<file path="src/rtl/spdif_tx.sv">
// S/PDIF (IEC 60958) transmitter: buffers stereo PCM samples, builds 32-bit subframes
// and biphase-mark encodes them at CLK_PER_SLOT clocks per half-bit slot.
module spdif_tx #(
  parameter int unsigned CLK_PER_SLOT = 3,
  parameter logic [31:0] CS_WORD      = 32'h0000_0000
) (
  input  logic        clk,
  input  logic        i_rst_n,
  input  logic [23:0] i_data,
  input  logic        i_valid,
  output logic        o_ready,
  output logic        o_spdif,
  output logic        o_underrun,
  output logic        o_block_start
);

  localparam int unsigned CNT_W = (CLK_PER_SLOT > 1) ? $clog2(CLK_PER_SLOT) : 1;
  localparam logic [CNT_W-1:0] CNT_LAST   = CNT_W'(CLK_PER_SLOT - 1);
  localparam logic [7:0]       FRAME_LAST = 8'd191;
  localparam logic [5:0]       SLOT_LAST  = 6'd63;
  localparam logic [7:0]       PRE_Z      = 8'b1110_1000;
  localparam logic [7:0]       PRE_X      = 8'b1110_0010;
  localparam logic [7:0]       PRE_Y      = 8'b1110_0100;

  typedef enum logic {ST_WAIT, ST_RUN} state_t;

  state_t             state;
  logic [7:0]         frame;
  logic               sub_b;
  logic [5:0]         slot;
  logic [CNT_W-1:0]   clk_cnt;
  logic [7:0]         pre;
  logic [27:0]        shift;
  logic [23:0]        hold_data;
  logic               hold_full;

  logic               hs_c;
  logic               launch_c;
  logic [5:0]         slot_nxt_c;
  logic               hold_full_nxt_c;
  logic               cs_bit_c;
  logic [26:0]        word_lo_c;
  logic [27:0]        word_c;
  logic [7:0]         pre_c;

  // Launch word (bits 4..31) and line-polarity-corrected preamble for the next subframe.
  always_comb begin
    hs_c            = i_valid & o_ready;
    launch_c        = (state == ST_RUN) && (clk_cnt == CNT_LAST) && (slot == SLOT_LAST);
    slot_nxt_c      = slot + 6'd1;
    hold_full_nxt_c = hs_c | (hold_full & ~launch_c);
    cs_bit_c        = (frame < 8'd32) ? CS_WORD[frame[4:0]] : 1'b0;
    word_lo_c       = {cs_bit_c, 1'b0, ~hold_full, (hold_full ? hold_data : 24'd0)};
    word_c          = {^word_lo_c, word_lo_c};
    if (sub_b)                 pre_c = PRE_Y;
    else if (frame == 8'd0)    pre_c = PRE_Z;
    else                       pre_c = PRE_X;
    pre_c = pre_c ^ {8{o_spdif}};
  end

  always_ff @(posedge clk or negedge i_rst_n) begin
    if (!i_rst_n) begin
      state         <= ST_WAIT;
      frame         <= 8'd0;
      sub_b         <= 1'b0;
      slot          <= 6'd0;
      clk_cnt       <= '0;
      pre           <= 8'd0;
      shift         <= 28'd0;
      hold_data     <= 24'd0;
      hold_full     <= 1'b0;
      o_ready       <= 1'b0;
      o_spdif       <= 1'b0;
      o_underrun    <= 1'b0;
      o_block_start <= 1'b0;
    end else begin
      o_underrun    <= 1'b0;
      o_block_start <= 1'b0;
      hold_full     <= hold_full_nxt_c;
      o_ready       <= ~hold_full_nxt_c;
      if (hs_c) hold_data <= i_data;

      case (state)
        ST_WAIT: begin
          o_spdif <= 1'b0;
          // Park the counters on the last clock of slot 63 so the next clock launches.
          if (hs_c) begin
            state   <= ST_RUN;
            slot    <= SLOT_LAST;
            clk_cnt <= CNT_LAST;
          end
        end
        ST_RUN: begin
          if (launch_c) begin
            pre           <= pre_c;
            shift         <= word_c;
            o_spdif       <= pre_c[7];
            slot          <= 6'd0;
            clk_cnt       <= '0;
            o_underrun    <= ~hold_full;
            o_block_start <= (frame == 8'd0) && !sub_b;
            sub_b         <= ~sub_b;
            if (sub_b) frame <= (frame == FRAME_LAST) ? 8'd0 : frame + 8'd1;
          end else if (clk_cnt == CNT_LAST) begin
            clk_cnt <= '0;
            slot    <= slot_nxt_c;
            // Preamble slots replay the stored pattern; data cells toggle at start, and mid-cell for a 1.
            if (slot_nxt_c < 6'd8) begin
              o_spdif <= pre[~slot_nxt_c[2:0]];
            end else if (!slot_nxt_c[0]) begin
              o_spdif <= ~o_spdif;
            end else begin
              o_spdif <= o_spdif ^ shift[0];
              shift   <= {1'b0, shift[27:1]};
            end
          end else begin
            clk_cnt <= clk_cnt + CNT_W'(1);
          end
        end
        default: state <= ST_WAIT;
      endcase
    end
  end

endmodule
</file>
<file path="config.mk">
export PLATFORM = sky130hd
export DESIGN_NAME = spdif_tx
export DESIGN_NICKNAME = d
export VERILOG_FILES = /design/src/rtl/spdif_tx.sv
export SDC_FILE = /design/constraint.sdc
export NUM_CORES = 1
export LEC_CHECK = 0
export CAP_MARGIN = 15
export CORE_UTILIZATION = 59
export DETAILED_ROUTE_END_ITERATION = 10
export GPL_TIMING_DRIVEN = 0
export PLACE_DENSITY_LB_ADDON = 0.2
export SYNTH_ARGS = -nofsm -noshare
export SYNTH_HDL_FRONTEND = slang
export SYNTH_SLANG_ARGS = --single-unit
</file>
<file path="constraint.sdc">
create_clock -name clk -period 3.1 [get_ports clk]
set_input_delay 0.62 -clock clk [delete_from_list [all_inputs] [get_ports clk]]
set_output_delay 0.62 -clock clk [all_outputs]
set_load 0.02 [all_outputs]
</file>
==> results.py, run 1 <==
metrics = {
    "timing": {
        "period_share_pct": 70.5,
        "rsz0062_at_grt": "no",
        "hold_viol_final": 0,
        "post-route-worst-setup-slack_ns": 0.915,
        "relSlewSlack_pct": 60.0,
        "fmax_mhz": 458,
        "worst_slew_pin_slew_ns": 0.600,
        "fin_worst_skew_ns": 0.00603,
        "final_setup_violation_count": 0,
        "finalWorstPathRequiredPeriod_ns": 2.18,
        "fin_tns_setup_ns": 0,
        "slew_violations": 0,
    },
    "routing": {
        "drt-vias-per-instance": 5.73,
        "vias": 2887,
        "routed-wl-met3_um": 406,
        "route.detailed.drc": 0,
        "detailedRoute.firstIterationViolations": 222,
        "routed.top_layer": "met4",
        "wire_length_per_cell_after_detailed_routing_um": 15.1,
        "detail_route.wirelength_mm": 7.59,
        "drtPass1Iterations": 4,
        "met2_wirelength_mm": 3.55,
        "met1Wirelength_mm": 3.52,
        "drt.antenna.violating_nets": 0,
    },
    "clock_network": {
        "numClockSinks": 80,
        "clock_insertion_delay_at_the_later_pin_of_the_skew_report_ns": 0.35,
        "resized_gates_after_cts": 0,
        "holdBufCountCts": 0,
        "path_clk_slew_ns": 0.08,
        "number_of_clock_buffers_inserted_by_tritoncts": 9,
        "cts-htree-levels": 3,
        "clockRootBuffer": "clkbuf_8",
        "clk_path_buf_depth": 2,
        "postCtsSetupRepairBufs": 0,
        "tritoncts": "yes",
    },
    "placed_design": {
        "dpl_worst_slack_ns": 0.506,
        "portbufs": 30,
        "placed_cells": 488,
        "gpl.final_weighted_congestion": 0.785,
        "dp_hpwl_mm": 5.11,
        "placedInstanceArea_um2": 4270,
    },
    "layout": {
        "insertedDiodeCount": 0,
        "multi_input_comb_area_um2": 1720,
        "nFillCells": 480,
        "finished_core_util_pct": 70.9,
        "synthToLayoutAreaGrowth_pct": 16.1,
        "final_layout_size_suffix_gt1_share_pct": 14.1,
        "finalNonFillerCells": 504,
        "design_area_um2": 4470,
        "seqCellArea_um2": 2000,
        "nets": 452,
    },
    "yosys": {
        "synthFlopType": "dfrtp_1",
        "netlist_instances": 380,
        "portion_of_the_post_synthesis_area_used_by_sequential_elements_pct": 51.9,
        "synth_warnings": 0,
        "ys_async_sr_fraction_pct": 100,
        "yosysUniqueCellTypes": 48,
        "number_of_synthesized_flops_with_an_enable_pin": 0,
        "syn-num-nets": 410,
        "ys_ff_latch": 80,
        "syn_avg_cell_area_um2": 10.1,
        "netlist_area_before_placement_um2": 3850,
    },
    "status": {
        "status": "finished clean",
    },
    "power": {
        "power_leakage_nw": 1.99,
        "pwr_density_cell_nw_per_um2": 423,
        "vdd_ir_max_uv": 310,
    },
    "grt": {
        "largest_net_degree_at_the_start_of_global_routing": 45,
        "global_route.usage.total_pct": 24.3,
        "grt_first_pass_wirelength_mm": 13.4,
        "first_global_vias": 2889,
        "antenna_found_initial": 0,
        "global_route.overflow_total": 0,
    },
    "die": {
        "die_y_um": 82.8,
        "fp.dieArea_um2": 6860,
        "pin_count": 31,
        "core_region_area_um2": 6310,
        "num_rows": 29,
        "starting_density_of_the_core_pct": 61.1,
        "die_width_um": 82.8,
    },
    "worst_setup_path": {
        "critical_path.max_fanout": 10,
        "critPathArrivalTime_ns": 2.42,
        "critPathLaunchType": "input port",
        "required_time_worst_endpoint_ns": 3.34,
        "critical_path.endpoint_type": "register",
        "crit_type": "input port to register",
    },
    "hold_path": {
        "worstHoldPathType": "input port to async pin",
    },
    "run": {
        "cap_viol_max_count": 0,
    },
}
cells by family (layout without fill, tap and decap cells):
family	count (synthesis)	count (layout)	share of synthesized area (%)
adders and majority gates	3	3	0.974
DFF	80	80	51.9
and+or+nand+nor	141	141	17.6
AOI/OAI and AO/OA	69	69	11.2
muxes	26	26	7.66
xor gates and xnor gates	30	30	7.17
buffers and inverters	31	78	3.47
state kept, by name, summed over array words and instances (netlist names):
register	count
hold_data	24
o_block_start	1
state	1
o_underrun	1
pre	5
hold_full	1
o_ready	1
slot	6
shift	28
sub_b	1
o_spdif	1
clk_cnt	2
frame	8
layer usage:
metal | track usage [%] | vias up
met5 | 0 | -
met3 | 4.67 | 9
met4 | 10.0 | 0
met2 | 37.6 | 80
li1 | - | 1405
met1 | 34.0 | 1393
per-stage QoR:
stage / power, mW / hold WS (ns)
6_report: 1.89 / 0.220
5_1_grt: 1.96 / 0.243
4_1_cts: 1.91 / 0.228
3_5_place_dp: 1.12 / 0.469
3_3_place_gp: 1.12 / 0.460
2_1_floorplan: 1.06 / 0.324
synth_stat cells, types with 2 or more instances:
library cell,instances,share of area [%]
nand3_1,31,4.0
o31ai_1,3,0.58
nor3b_1,2,0.39
nor3_1,6,0.78
and3_1,4,0.65
xor2_1,5,1.1
a21oi_1,12,1.6
mux2_2,24,7.0
nor2_1,42,4.1
xnor2_1,24,5.5
nand2b_1,3,0.49
ha_1,3,0.97
dfrtp_1,80,52
clkbuf_1,13,1.3
a22oi_1,2,0.39
a21o_1,2,0.39
o21ai_0,13,1.7
a31oi_1,27,4.4
nand2_1,40,3.9
buf_2,8,1.0
a211oi_1,2,0.39
inv_1,8,0.78
final timing paths:
kind	start	end	slack (ns)	depth (start not counted)
worst max-delay path	i_valid	hold_data[20]$_DFFE_PN0P_	0.92	5
worst min-delay path	i_rst_n	slot[3]$_DFFE_PN0P_	0.22	1
worst max register to register	slot[0]$_DFFE_PN0P_	shift[18]$_DFFE_PN0P_	0.99	8
worst min register to register	shift[27]$_DFFE_PN0P_	shift[27]$_DFFE_PN0P_	0.49	1
max in group asynchronous	i_rst_n	shift[23]$_DFFE_PN0P_	2.29	2
min in group clk	shift[27]$_DFFE_PN0P_	shift[27]$_DFFE_PN0P_	0.49	1
power breakdown:
| group | total [mW] | leakage (nW) | internal (mW) | switching, mW |
|---|---|---|---|---|
| sequential | 1.04 | 1.09 | 1.04 | 0 |
| clock | 0.798 | 0.101 | 0.402 | 0.396 |
| combinational | 0.0536 | 0.806 | 0.0307 | 0.0229 |
cell type report:
cell class	count	share of cell area [%]
Buffer	23	2.32
Clock buffer	11	3.16
Clock inverter	5	1.43
Inverter	8	0.671
Multi-Input combinational cell	269	38.4
Sequential cell	80	44.7
Tap cell	77	2.15
Timing Repair Buffer	31	7.10
worst max-delay path: stages:
cell and delay (ns):
clkdlybuf4s50_1 0.39, nand2_1 0.08, clkbuf_1 0.47, buf_1 0.46, mux2_2 0.39
cells in the final DEF (no fill, tap or decap), types with 2 or more instances in the layout:
cell / Yosys / layout
ha_1: 3 / 3
inv_6: 0 / 2
xnor2_1: 24 / 24
dfrtp_1: 80 / 80
o21ai_0: 13 / 13
a31oi_1: 27 / 27
nor2_1: 42 / 42
and3_1: 4 / 4
inv_1: 8 / 8
nor3b_1: 2 / 2
o31ai_1: 3 / 3
a22oi_1: 2 / 2
clkdlybuf4s50_1: 0 / 29
a211oi_1: 2 / 2
xor2_1: 5 / 5
nand3_1: 31 / 31
buf_2: 8 / 8
mux2_2: 24 / 24
clkbuf_8: 0 / 10
nand2b_1: 3 / 3
clkbuf_1: 13 / 14
nor3_1: 6 / 6
a21o_1: 2 / 2
nand2_1: 40 / 40
a21oi_1: 12 / 12
No activity file was read; power rests on OpenSTA's default activity.
==> run 2: changes to the inputs <==
- CORE_UTILIZATION: 59 -> 52
- clock period: 3.1 -> 1.9 ns (I/O delays scaled with it)
==> results.py, run 2 (synthesized netlist as in run 1, its figures left out) <==
metrics = {
    "layout": {
        "synthToLayoutAreaGrowth_pct": 20.4,
        "nFillCells": 602,
        "reg_top3": "shift x28, hold_data x24, frame x8",
        "insertedDiodeCount": 0,
        "mostFrequentLayoutCell": "dfrtp_1",
        "regMostFlops": "shift",
        "largest_register_ffs": 28,
        "nets": 457,
        "layout.cells.most_common_list": "80 x dfrtp_1, 41 x nor2_1, 39 x nand2_1, 31 x nand3_1, 29 x clkdlybuf4s50_1",
        "final_layout_size_suffix_gt1_share_pct": 19.0,
    },
    "die": {
        "core_region_area_um2": 7210,
        "pin_count": 31,
        "num_rows": 31,
        "starting_density_of_the_core_pct": 53.4,
        "fp.dieArea_um2": 7760,
        "die_width_um": 88.1,
        "die_y_um": 88.1,
    },
    "clock_network": {
        "clockRootBuffer": "clkbuf_8",
        "number_of_clock_buffers_inserted_by_tritoncts": 9,
        "path_clk_slew_ns": 0.09,
        "clock_insertion_delay_at_the_later_pin_of_the_skew_report_ns": 0.36,
        "numClockSinks": 80,
        "tritoncts": "yes",
        "clk_path_buf_depth": 2,
        "cts-htree-levels": 3,
    },
    "routing": {
        "drt-vias-per-instance": 5.48,
        "drtPass1Iterations": 5,
        "detail_route.wirelength_mm": 7.52,
        "route.detailed.drc": 0,
        "vias": 2908,
        "wire_length_per_cell_after_detailed_routing_um": 14.2,
        "detailedRoute.firstIterationViolations": 109,
        "drt.antenna.violating_nets": 0,
    },
    "placed_design": {
        "gpl.final_weighted_congestion": 0.779,
        "portbufs": 30,
        "dpl_worst_slack_ns": -0.445,
        "dp_hpwl_mm": 5.20,
    },
    "grt": {
        "groute.layer.met2.usage_pct": 33.3,
        "first_global_vias": 2669,
        "global_route.usage.total_pct": 21.7,
        "grt_first_pass_wirelength_mm": 12.8,
        "antenna_found_initial": 0,
        "global_route.overflow_total": 0,
        "use_met3_pct": 5.56,
        "grt-busiest-layer": "met2",
        "largest_net_degree_at_the_start_of_global_routing": 57,
        "use_met1_pct": 30.6,
    },
    "worst_setup_path": {
        "cp-startpoint": "slot[0]$_DFFE_PN0P_",
        "cp_cell_sequence": "ha_1, buf_6, nor3b_2, nor2_1, o32a_1, mux2i_1, o32ai_2",
        "critical_path.endpoint_type": "register",
        "crit_path_top_delay_cell": "dfrtp_1",
        "launching_point_of_the_worst_reg2reg_path": "slot[0]$_DFFE_PN0P_",
        "required_time_worst_endpoint_ns": 2.16,
        "slowest_delay_ns": 0.43,
        "critPathTopFamily": "compound AO/OA/AOI/OAI gates",
        "critPathBufInv": 1,
        "crit_type": "register to register",
        "critical_path.max_fanout": 8,
        "critPathLaunchType": "register",
        "critPathArrivalTime_ns": 2.11,
    },
    "timing": {
        "fin_worst_skew_ns": 0.00677,
        "fin_tns_setup_ns": 0,
        "finalWorstPathRequiredPeriod_ns": 1.84,
        "period_share_pct": 97.0,
        "hold_viol_final": 0,
        "slew_violations": 0,
        "final_setup_violation_count": 0,
        "post-route-worst-setup-slack_ns": 0.0564,
        "rsz0062_at_grt": "yes",
        "worst_slew_pin_slew_ns": 0.517,
        "relSlewSlack_pct": 65.5,
        "fmax_mhz": 542,
    },
    "run": {
        "cap_viol_max_count": 0,
    },
    "hold_path": {
        "worstHoldPathType": "input port to async pin",
    },
    "power": {
        "pwr_density_cell_nw_per_um2": 643,
        "vdd_ir_max_uv": 467,
        "power_leakage_nw": 2.07,
    },
    "status": {
        "status": "finished clean",
    },
}
[run 2: changes by cell type in the layout (fill, tap and decap cells not counted), sizes merged]
cell         before  now
bufinv            1    0
clkinvlp          1    0
dlygate4sd3       0    1
buf              12   19
clkinv            1    3
clkbuf           24   19
inv              10   12
[run 2: worst paths after layout]
| kind | endpoint | slack, ns | cells after the start |
|---|---|---|---|
| min reg2reg | pre[6]$_DFFE_PN0P_ | 0.50 | 2 |
| min | slot[4]$_DFFE_PN0P_ | 0.47 | 2 |
| max reg2reg | o_spdif$_DFFE_PN0P_ | 0.06 | 7 |
| min in group clk | pre[6]$_DFFE_PN0P_ | 0.50 | 2 |
| max | o_spdif$_DFFE_PN0P_ | 0.06 | 7 |
| max in group asynchronous | hold_data[9]$_DFFE_PN0P_ | 0.86 | 3 |
[run 2: layout make-up]
cell class	count	area [µm²]	share of cell area [%]
buffer	21	140	3.02
inverter	8	30.0	0.647
sequential	80	2000	43.1
clock inverter	7	60.1	1.29
multi-input combinational	269	1780	38.3
clock buffer	9	124	2.67
tap	99	124	2.67
timing repair buffer	38	380	8.20
[run 2: routing by layer]
| metal | up-vias | wire (µm) |
|---|---|---|
| li1 | 1417 | - |
| met1 | 1420 | 3660 |
| met2 | 60 | 3510 |
| met3 | 11 | 278 |
| met4 | 0 | 72 |
| met5 | - | 0 |
[run 2: report_power, final]
| part | internal [mW] | switching (mW) | leakage, nW | total [mW] |
|---|---|---|---|---|
| Clock | 0.500 | 0.691 | 0.0965 | 1.19 |
| Combinational | 0.0531 | 0.0385 | 0.886 | 0.0916 |
| Sequential | 1.70 | 0 | 1.09 | 1.70 |
| Total | 2.25 | 0.729 | 2.07 | 2.98 |
[run 2: per-stage QoR]
step	hold WS [ns]	util, %	area, µm²	power [mW]	std cells
final	0.466	64.3	4640	2.98	531
after global routing	0.503	64.3	4640	3.11	531
after CTS	0.473	63.1	4550	3.02	531
after detailed placement	0.315	59.7	4300	1.83	510
after global placement	0.463	59.3	4280	1.82	509
after floorplan	0.0844	-	3850	1.74	380
[run 2: what timing repair did]
item	CTS	global route
pin swaps	1	1
endpoints found under the setup margin	43	42
endpoints found under the hold margin	24	0
hold buffers	1	0
buffers inserted	5	1
resized for setup	11	27
gates cloned	0	0
==> variant, RTL diff (flow settings as in run 2) <==
Put one more register stage on the output `o_underrun`, without a reset. The value now appears one clock later. The other outputs are not delayed to match.
--- a/src/rtl/spdif_tx.sv
+++ b/src/rtl/spdif_tx.sv
@@ -23,6 +23,8 @@
   localparam logic [7:0]       PRE_Y      = 8'b1110_0100;
 
   typedef enum logic {ST_WAIT, ST_RUN} state_t;
+
+  logic o_underrun_s0;
 
   state_t             state;
   logic [7:0]         frame;
@@ -71,10 +73,10 @@
       hold_full     <= 1'b0;
       o_ready       <= 1'b0;
       o_spdif       <= 1'b0;
-      o_underrun    <= 1'b0;
+      o_underrun_s0 <= 1'b0;
       o_block_start <= 1'b0;
     end else begin
-      o_underrun    <= 1'b0;
+      o_underrun_s0 <= 1'b0;
       o_block_start <= 1'b0;
       hold_full     <= hold_full_nxt_c;
       o_ready       <= ~hold_full_nxt_c;
@@ -97,7 +99,7 @@
             o_spdif       <= pre_c[7];
             slot          <= 6'd0;
             clk_cnt       <= '0;
-            o_underrun    <= ~hold_full;
+            o_underrun_s0 <= ~hold_full;
             o_block_start <= (frame == 8'd0) && !sub_b;
             sub_b         <= ~sub_b;
             if (sub_b) frame <= (frame == FRAME_LAST) ? 8'd0 : frame + 8'd1;
@@ -122,4 +124,8 @@
     end
   end
 
+  always_ff @(posedge clk) begin
+    o_underrun <= o_underrun_s0;
+  end
+
 endmodule
Behaviour: same outputs for any inputs over 10 cycles, from zero or initial values and one cycle with i_rst_n low; that may be too few to reach the edited logic, so the function may still have changed.
==> variant against run 2 <==
The flow now finishes with violations (negative hold slack); die area is 0.51% higher; routed wire length is 0.29% lower; final area is 0.81% lower; synthesized area is 0.52% higher; power is 4.6% higher; worst setup slack better by 0.030 ns; sequential cell count is 1 higher; largest power group unchanged.
==> variant: results (changes against run 2) <==
status:
  outcome: "complete, but fails checks"
  failed_checks: "negative hold slack"
layout:
  final_nets: 457  # unchanged
  drive_gt1_frac: 0.174  # -0.0154
critical_path:
  worst_ep_arrival_time_ns: 2.04  # -0.07 ns
  rr_startpoint: "slot[1]"
  max_stage_delay_ns: 0.38  # -0.05 ns
  r2r-end: "frame[6]"
  critical_path_peak_fanout: 8  # unchanged
  crit_family: "simple AND/OR/NAND/NOR gates"
routing:
  initialDrtViolationCount: 122  # +12%
  met2_length_um: 3620  # +3.2%
  route.layer.met1.wl_um: 3560  # -2.8%
  drt_wl_total_um: 7500  # -0.29%
  routed-wl-met3_um: 276  # -0.72%
  drtPass1Iterations: 4  # -1
  detail_route.vias_per_cell: 5.52  # +0.76%
  drt-wirelength-per-cell_um: 14.2  # about the same
synthesis:
  synth.top_cell.area_share: 0.517  # -0.00268
  synth-seq-area-share: 0.522  # +0.00248
  ys_async_sr_fraction: 0.988  # -0.0123
  synth_fp_nets: 411  # +0.24%
  leading_cell_types_by_count_after_synthesis: "sky130_fd_sc_hd__dfrtp_1, sky130_fd_sc_hd__nor2_1, sky130_fd_sc_hd__nand2_1, sky130_fd_sc_hd__nand3_1, sky130_fd_sc_hd__a31oi_1"
  syn_area_per_cell_sq_um: 10.2  # +0.26%
  synth_compound_gate_area_share: 0.111  # -0.000577
  synth.mux.area_fraction: 0.0762  # -0.000396
  ys_top_cells_by_area: "sky130_fd_sc_hd__dfrtp_1, sky130_fd_sc_hd__mux2_2, sky130_fd_sc_hd__xnor2_1"
  post_synth_xor_area_fraction: 0.0714  # -0.000371
  yosys.area_share.adder: 0.00969  # -0.0000503
timing:
  skew_ns: 0.00670  # -0.0000727 ns
  hold-worst-slack_ns: -0.00627  # -0.472 ns
  worstMarginPinSlew_ns: 0.525  # +0.00846 ns
  final-hold-violation-count: 3  # +3
placed_design:
  place_ws_ns: -0.485  # -0.0401 ns
  post-place-cells: 511  # +0.20%
  placement.io_buffers: 30  # unchanged
  dp_hpwl_um: 5240  # +0.87%
global_route:
  maximum_number_of_pins_on_one_net_before_global_route_repair: 44  # -23%
  first_global_vias: 2793  # +4.6%
  grt_usage: 0.215  # -0.00185
  first_pass_grt_wire_length_um: 12900  # +0.54%
clock_tree:
  worstSkewPairLatency_ns: 0.34  # -0.02 ns
power_and_ir_drop:
  leakagePower_uw: 0.00206  # -0.43%
  worst_ir_drop_vdd_mv: 0.415  # -11%
variant: per-layer routing:
metal | vias to the layer above | GRT usage
met1 | 1441 | 0.306
met3 | 7 | 0.0326
li1 | 1412 | -
met2 | 59 | 0.333
met4 | 0 | 0.0836
met5 | - | 0
variant: logic make-up (layout without fill, tap and decap cells):
| group | after synthesis | count (layout) |
|---|---|---|
| buf+inv | 31 | 80 |
| compound gates | 69 | 69 |
| mux | 26 | 26 |
| simple gates | 141 | 141 |
| fa+ha+maj | 3 | 3 |
| xor+xnor | 30 | 30 |
| flops | 81 | 81 |
variant: area by class of cell:
cell class,instances,area [sq um]
fillers,604,2610
flip-flops and latches,81,2020
multi-input cells,269,1750
repair buffers,35,348
plain buffers,23,134
clock buffers,10,128
well taps,99,124
clock inverters,4,70.1
inverters,8,30.0
variant: worst max-delay path by stage:
stage / start / to / slack [ns] / cells after the start
after floorplan: slot[0] / frame[6] / 0.08 / 8
after global placement: i_rst_n / hold_data[14] / -2.41 / 1
after detailed placement: i_valid / hold_data[20] / -0.49 / 5
after CTS: slot[0] / o_spdif / -0.03 / 7
after global routing: slot[1] / shift[20] / -0.02 / 10
final: slot[1] / frame[6] / 0.09 / 8
variant: through the flow:
stage | util | area [sq um]
finish | 0.638 | 4600
global route | 0.638 | 4600
CTS | 0.630 | 4550
detailed placement | 0.598 | 4320
global placement | 0.596 | 4300
floorplan | - | 3870
variant: what timing repair did:
action                     CTS  global route
buffers inserted             2             2
setup endpoints to repair   45            36
hold buffers                 0             0
pin swaps                    2             3
resized for setup           11            17
hold endpoints to repair     0             0
variant: where the power goes:
part | switching, uW | total, uW | internal (uW) | leakage (uW)
Combinational | 38.4 | 88.5 | 50.1 | 0.000864
Clock | 588 | 1310 | 722 | 0.000102
Sequential | 0 | 1720 | 1720 | 0.00110
